## config.mk

```make
export PLATFORM = sky130hd
export DESIGN_NAME = noc_master_arbiter_flat
export DESIGN_NICKNAME = d
export VERILOG_FILES = /design/src/rtl/noc_master_arbiter_if.sv /design/src/rtl/noc_master_arbiter.sv /design/src/flat_wrapper.sv
export SDC_FILE = /design/constraint.sdc
export NUM_CORES = 1
export LEC_CHECK = 0
export CAP_MARGIN = 5
export CORE_UTILIZATION = 50
export CTS_CLUSTER_DIAMETER = 200
export DETAILED_ROUTE_END_ITERATION = 10
export GPL_ROUTABILITY_DRIVEN = 0
export PLACE_DENSITY = 0.83
export SLEW_MARGIN = 20
export SYNTH_ARGS = -nofsm -noshare
export SYNTH_HDL_FRONTEND = slang
export SYNTH_SLANG_ARGS = --single-unit
export TNS_END_PERCENT = 10
```

## constraint.sdc

```tcl
create_clock -name clock -period 3.32 [get_ports clock]
set_input_delay 0.664 -clock clock [delete_from_list [all_inputs] [get_ports clock]]
set_output_delay 0.664 -clock clock [all_outputs]
set_load 0.01 [all_outputs]
```

## src/rtl/noc_master_arbiter_if.sv

```systemverilog
// Request/grant bundle between the processing units and the NoC master arbiter.
// The arbiter side uses modport master and the unit side uses modport slave.
interface noc_master_arbiter_if #(
   parameter int NUM_PROC = 4,
   parameter int DEST_W   = 5
);
   logic [NUM_PROC-1:0]        request_transfer;
   logic [NUM_PROC*DEST_W-1:0] which_processor;
   logic [NUM_PROC-1:0]        tx_last;
   logic [NUM_PROC-1:0]        master_response;
   logic                       grant_valid;
   logic [4:0]                 grant_src;
   logic [DEST_W-1:0]          grant_dest;
   logic                       timeout_err;
   logic                       bad_dest_err;

   modport master (
      input  request_transfer, which_processor, tx_last,
      output master_response, grant_valid, grant_src, grant_dest, timeout_err, bad_dest_err
   );

   modport slave (
      output request_transfer, which_processor, tx_last,
      input  master_response, grant_valid, grant_src, grant_dest, timeout_err, bad_dest_err
   );
endinterface

```

## src/rtl/noc_master_arbiter.sv

```systemverilog
// Round-robin NoC master: grants the network to one processing unit at a time and holds
// the grant until that unit's last flit or a timeout, with a one-cycle release gap.
module noc_master_arbiter #(
   parameter int NUM_PROC = 4,
   parameter int DEST_W   = 5,
   parameter int TIMEOUT  = 256
) (
   input  logic                 clock,
   input  logic                 reset,
   noc_master_arbiter_if.master bus
);
   localparam int PTR_W = (NUM_PROC > 1) ? $clog2(NUM_PROC) : 1;
   localparam int CNT_W = $clog2(TIMEOUT + 1);

   typedef enum logic [1:0] {IDLE = 2'd0, HOLD = 2'd1, RELEASE = 2'd2} state_t;

   state_t              state_q, state_d;
   logic [PTR_W-1:0]    rr_ptr_q, rr_ptr_d;
   logic [PTR_W-1:0]    gnt_idx_q, gnt_idx_d;
   logic [CNT_W-1:0]    cnt_q, cnt_d;
   logic [NUM_PROC-1:0] resp_q, resp_d;
   logic [4:0]          src_q, src_d;
   logic [DEST_W-1:0]   dest_q, dest_d;
   logic                tout_err_q, tout_err_d;
   logic                bad_err_q, bad_err_d;

   logic [DEST_W-1:0]   dest_arr [NUM_PROC];
   logic [NUM_PROC-1:0] req_valid;
   logic [NUM_PROC-1:0] req_bad;

   // A request is only eligible when it targets another, existing unit.
   genvar gi;
   generate
      for (gi = 0; gi < NUM_PROC; gi++) begin : g_req
         logic [31:0] dest_ext;
         assign dest_arr[gi]  = bus.which_processor[gi*DEST_W +: DEST_W];
         assign dest_ext      = 32'(dest_arr[gi]);
         assign req_valid[gi] = bus.request_transfer[gi]
                                && (dest_ext != 32'(gi))
                                && (dest_ext < 32'(NUM_PROC));
         assign req_bad[gi]   = bus.request_transfer[gi] && !req_valid[gi];
      end
   endgenerate

   logic             pick_found;
   logic [PTR_W-1:0] pick_idx;

   // Scan downward so the candidate closest to the pointer is the last one written.
   always_comb begin
      int               j;
      logic [PTR_W-1:0] cand;
      pick_found = 1'b0;
      pick_idx   = '0;
      j          = 0;
      cand       = '0;
      for (int k = NUM_PROC - 1; k >= 0; k--) begin
         j = int'(rr_ptr_q) + k;
         if (j >= NUM_PROC) begin
            j = j - NUM_PROC;
         end
         cand = PTR_W'(j);
         if (req_valid[cand]) begin
            pick_found = 1'b1;
            pick_idx   = cand;
         end
      end
   end

   logic release_now;

   always_comb begin
      state_d     = state_q;
      rr_ptr_d    = rr_ptr_q;
      gnt_idx_d   = gnt_idx_q;
      cnt_d       = cnt_q;
      resp_d      = resp_q;
      src_d       = src_q;
      dest_d      = dest_q;
      tout_err_d  = tout_err_q;
      bad_err_d   = bad_err_q | (|req_bad);
      release_now = 1'b0;

      case (state_q)
         // The RELEASE cycle is the mandatory gap; arbitrating at its end keeps that
         // gap to exactly one cycle while the pointer has already moved past the last owner.
         IDLE, RELEASE: begin
            state_d = IDLE;
            resp_d  = '0;
            src_d   = '0;
            dest_d  = '0;
            cnt_d   = '0;
            if (pick_found) begin
               state_d   = HOLD;
               gnt_idx_d = pick_idx;
               resp_d    = NUM_PROC'(1) << pick_idx;
               src_d     = 5'(pick_idx);
               dest_d    = dest_arr[pick_idx];
            end
         end

         HOLD: begin
            cnt_d = (cnt_q == CNT_W'(TIMEOUT)) ? cnt_q : cnt_q + CNT_W'(1);
            // First HOLD cycle masks a last flag left over from the previous burst.
            if ((cnt_q != '0) && bus.tx_last[gnt_idx_q]) begin
               release_now = 1'b1;
            end else if (cnt_q == CNT_W'(TIMEOUT - 1)) begin
               release_now = 1'b1;
               tout_err_d  = 1'b1;
            end
            if (release_now) begin
               state_d  = RELEASE;
               resp_d   = '0;
               src_d    = '0;
               dest_d   = '0;
               rr_ptr_d = (gnt_idx_q == PTR_W'(NUM_PROC - 1)) ? '0 : gnt_idx_q + PTR_W'(1);
            end
         end

         default: begin
            state_d = IDLE;
            resp_d  = '0;
            src_d   = '0;
            dest_d  = '0;
         end
      endcase
   end

   always_ff @(posedge clock or posedge reset) begin
      if (reset) begin
         state_q    <= IDLE;
         rr_ptr_q   <= '0;
         gnt_idx_q  <= '0;
         cnt_q      <= '0;
         resp_q     <= '0;
         src_q      <= '0;
         dest_q     <= '0;
         tout_err_q <= 1'b0;
         bad_err_q  <= 1'b0;
      end else begin
         state_q    <= state_d;
         rr_ptr_q   <= rr_ptr_d;
         gnt_idx_q  <= gnt_idx_d;
         cnt_q      <= cnt_d;
         resp_q     <= resp_d;
         src_q      <= src_d;
         dest_q     <= dest_d;
         tout_err_q <= tout_err_d;
         bad_err_q  <= bad_err_d;
      end
   end

   assign bus.master_response = resp_q;
   assign bus.grant_valid     = |resp_q;
   assign bus.grant_src       = src_q;
   assign bus.grant_dest      = dest_q;
   assign bus.timeout_err     = tout_err_q;
   assign bus.bad_dest_err    = bad_err_q;
endmodule
```

## src/flat_wrapper.sv

```systemverilog
// flat-port wrapper written by rule: the top's interface ports become plain ports
module noc_master_arbiter_flat 
#(
   parameter int NUM_PROC = 4,
   parameter int DEST_W   = 5,
   parameter int TIMEOUT  = 256
)
  (clock, reset, bus_request_transfer, bus_which_processor, bus_tx_last, bus_master_response, bus_grant_valid, bus_grant_src, bus_grant_dest, bus_timeout_err, bus_bad_dest_err);
  noc_master_arbiter_if #(.NUM_PROC(NUM_PROC), .DEST_W(DEST_W)) bus_i ();
  input  logic clock;
  input  logic reset;
  input wire logic [$bits(bus_i.request_transfer)-1:0] bus_request_transfer;
  input wire logic [$bits(bus_i.which_processor)-1:0] bus_which_processor;
  input wire logic [$bits(bus_i.tx_last)-1:0] bus_tx_last;
  output wire logic [$bits(bus_i.master_response)-1:0] bus_master_response;
  output wire logic [$bits(bus_i.grant_valid)-1:0] bus_grant_valid;
  output wire logic [$bits(bus_i.grant_src)-1:0] bus_grant_src;
  output wire logic [$bits(bus_i.grant_dest)-1:0] bus_grant_dest;
  output wire logic [$bits(bus_i.timeout_err)-1:0] bus_timeout_err;
  output wire logic [$bits(bus_i.bad_dest_err)-1:0] bus_bad_dest_err;
  assign bus_i.request_transfer = bus_request_transfer;
  assign bus_i.which_processor = bus_which_processor;
  assign bus_i.tx_last = bus_tx_last;
  assign bus_master_response = bus_i.master_response;
  assign bus_grant_valid = bus_i.grant_valid;
  assign bus_grant_src = bus_i.grant_src;
  assign bus_grant_dest = bus_i.grant_dest;
  assign bus_timeout_err = bus_i.timeout_err;
  assign bus_bad_dest_err = bus_i.bad_dest_err;
  noc_master_arbiter #(.NUM_PROC(NUM_PROC), .DEST_W(DEST_W), .TIMEOUT(TIMEOUT)) u_core (.clock(clock), .reset(reset), .bus(bus_i));
endmodule
```

==> summary.txt <==
Power and ir drop
  – PwrDens: 467 nW/µm²
  – Comb power frac: 31.1%
  – Flop pwr share: 46.2%
  – Clock power frac: 22.7%
  – P_int: 662 µW
  – LEAKAGE: 0.000937 µW
  – Pwr Total: 990 µW
  – Peak supply drop: 0.000292 V
  – Net Sw Frac: 33.1%
  – Sw power: 328 µW

STA
  – RSZ-0062 raised after global routing: no
  – Min Clock Period, post-route: 2430 ps
  – Post-route clock period utilization: 73.1%
  – # setup viols final: 0
  – Fin. max-slew vios: 0
  – Setup TNS: 0 ps
  – Hold WS: 506 ps
  – Final Hold Fails: 0
  – Setup Skew: 16.5 ps
  – Upper clock frequency limit: 412 MHz

Synth
  – Ys Warns: 0
  – #FFs+latches synth: 28
  – Fraction of registers with async set/reset: 100%
  – Cell area after synthesis: 1600 µm²
  – Most area-consuming cells after synthesis: dfrtp_1 (44%), nand2_1 (5.6%), and2_1 (3.9%), xnor2_1 (3.3%), ha_1 (3.1%)
  – Post-Syn Instances: 151
  – Post-synth top flop: dfrtp_1
  – Number of synthesized flops with an enable pin: 0
  – Post-synth top area share: 43.8%
  – Area leader, netlist: dfrtp_1
  – Seq/Total Area, Yosys: 43.8%
  – Mean Syn Cell Area: 10.6 µm²
  – Synth unique cells: 47

Clock network
  – Clk buf depth: 2
  – Hold buffers post-CTS: 0
  – CTS Sinks: 28
  – Setup bufs post-CTS: 0
  – Clock root buffer: clkbuf_4
  – TritonCTS clock tree: yes
  – CTS Buf Count: 3
  – H-tree levels: 1
  – Post-CTS sizing: 0
  – Clock-pin slew on the worst setup and hold paths: 140 ps
  – Worst-Skew Late Latency: 340 ps

Detailed routing
  – Wire per inst: 13.9 µm
  – Vias per inst: 5.18
  – Residual DRC: 0
  – Routed wire length: 3330 µm
  – Initial DRC count: 50
  – Antenna-violating nets left: 0
  – Routed vias: 1,242
  – DRT Pass-1 Iters: 4

Floorplan
  – Std-Cell Rows: 20
  – Starting Density: 52.4%
  – Die ar.: 3430 µm²
  – Die X: 58.6 µm
  – I/O pin cnt: 47
  – Core area: 3050 µm²
  – Die Y: 58.6 µm

Cells and area
  – Ant. Diodes: 0
  – Final net count: 231
  – P&R area growth vs syn: 32.5%
  – Share of layout cells above drive strength 1: 12.2%
  – Fill cells: 248
  – Most common cell after layout, fill and taps aside: clkdlybuf4s50_1
  – Most frequent cells in the layout: clkdlybuf4s50_1 (43), dfrtp_1 (28), nand2_1 (24)

Place
  – Port buffer count: 43
  – Post-DP HPWL: 2570 µm

Critical path
  – Slowest CP cell: or4_1
  – Crit. End Element: output port
  – WP data required: 2660 ps
  – Crit path DAT: 1760 ps
  – Largest stage delay on the critical path: 520 ps
  – Max Fanout on Critical Path: 3
  – WS Path Type: register to output port
  – Crit start category: register
  – Crit path cell chain: or4_1, clkdlybuf4s50_1

Global routing
  – First-pass GRT wire length: 5570 µm
  – Vias in the first global route: 1,227
  – GRT Overall Usage: 22.0%
  – Initial antenna violation count: 0
  – Grt ovf: 0
  – Largest net degree at the start of global routing: 29

Status
  – Outcome: finished, final reports clean

Run
  – Max-Cap Viols: 0

Hold path
  – Worst Hold Class: register to register
-- cells by family after synthesis --
| group | after synthesis | share of synthesized area [%] |
|---|---|---|
| buffers and inverters | 14 | 4.23 |
| muxes | 7 | 5.24 |
| other | 1 | 0.235 |
| DFF | 28 | 43.8 |
| and+or+nand+nor | 65 | 24.8 |
| adders and majority gates | 4 | 3.13 |
| AOI/OAI and AO/OA | 25 | 14.7 |
| xor gates and xnor gates | 7 | 3.83 |
-- worst paths after layout --
check	from	end	slack, ps	cells past startpoint
max	u_core.bus.master_response[0]	bus_grant_valid	890	2
min	u_core.bus.bad_dest_err	u_core.bus.bad_dest_err	510	2
max reg2reg	u_core.cnt_q[0]	u_core.bus.grant_dest[1]	1060	8
min reg2reg	u_core.bus.bad_dest_err	u_core.bus.bad_dest_err	510	2
max in group asynchronous	reset	u_core.bus.master_response[0]	2400	3
min in group asynchronous	reset	u_core.cnt_q[2]	650	3
-- synthesized netlist by cell type, types with 2 or more instances --
cell type and count:
nand2b_1 2, mux2i_1 5, and3_1 3, nand4_1 2, o31ai_1 2, ha_1 4
nand2_1 24, or4b_4 2, buf_4 4, and2_1 10, o21ai_1 4, xnor2_1 6
inv_1 9, o21ai_0 3, a21oi_1 4, o221ai_2 2, nor2_1 6, dfrtp_1 28
nor4b_1 2, nor2b_1 2
-- state kept, by name (all words and copies together), names as in the netlist --
register                    flops
u_core.bus.master_response      4
u_core.cnt_q                    9
u_core.gnt_idx_q                2
u_core.rr_ptr_q                 2
u_core.bus.bad_dest_err         1
u_core.bus.grant_dest           5
u_core.bus.grant_src            2
u_core.state_q                  2
u_core.bus.timeout_err          1
-- final cells by class --
type,count,area (µm²),share of cell area [%]
Inverter,9,33.8,1.59
Tap cell,44,55.1,2.60
Clock buffer,3,22.5,1.06
Clock inverter,1,30.0,1.42
Multi-Input combinational cell,111,838,39.6
Sequential cell,28,701,33.1
Timing Repair Buffer,44,438,20.7
-- power by group through the flow --
stage / clock network, µW / registers (µW) / logic (µW)
2_1_floorplan: 0 / 441 / 218
3_3_place_gp: 0 / 460 / 292
3_5_place_dp: 0 / 463 / 309
4_1_cts: 225 / 456 / 311
5_1_grt: 243 / 470 / 343
6_report: 224 / 458 / 308
-- worst max-delay path, delay by kind of cell, from the launching register on --
| family | cells | cell delay [ps] |
|---|---|---|
| simple gates | 1 | 520 |
| buf+inv | 1 | 490 |
| flops | 1 | 420 |
-- metal layers --
metal | global-route usage (%) | routed length, µm
met1 | 28.8 | 1470
met2 | 36.8 | 1640
met3 | 4.40 | 175
met4 | 7.14 | 42
met5 | 0 | 0
-- stage by stage --
| stage | cell area (µm²) | setup WS, ps | util [%] | cells |
|---|---|---|---|---|
| 6_report | 2120 | 894 | 69.4 | 240 |
| 5_1_grt | 2120 | 831 | 69.4 | 240 |
| 4_1_cts | 2120 | 893 | 69.4 | 240 |
| 3_5_place_dp | 2070 | 572 | 67.7 | 236 |
| 3_3_place_gp | 2070 | 606 | 67.7 | 236 |
| 2_1_floorplan | 1610 | 1070 | - | 153 |
Power figures use the tool's default switching activity.
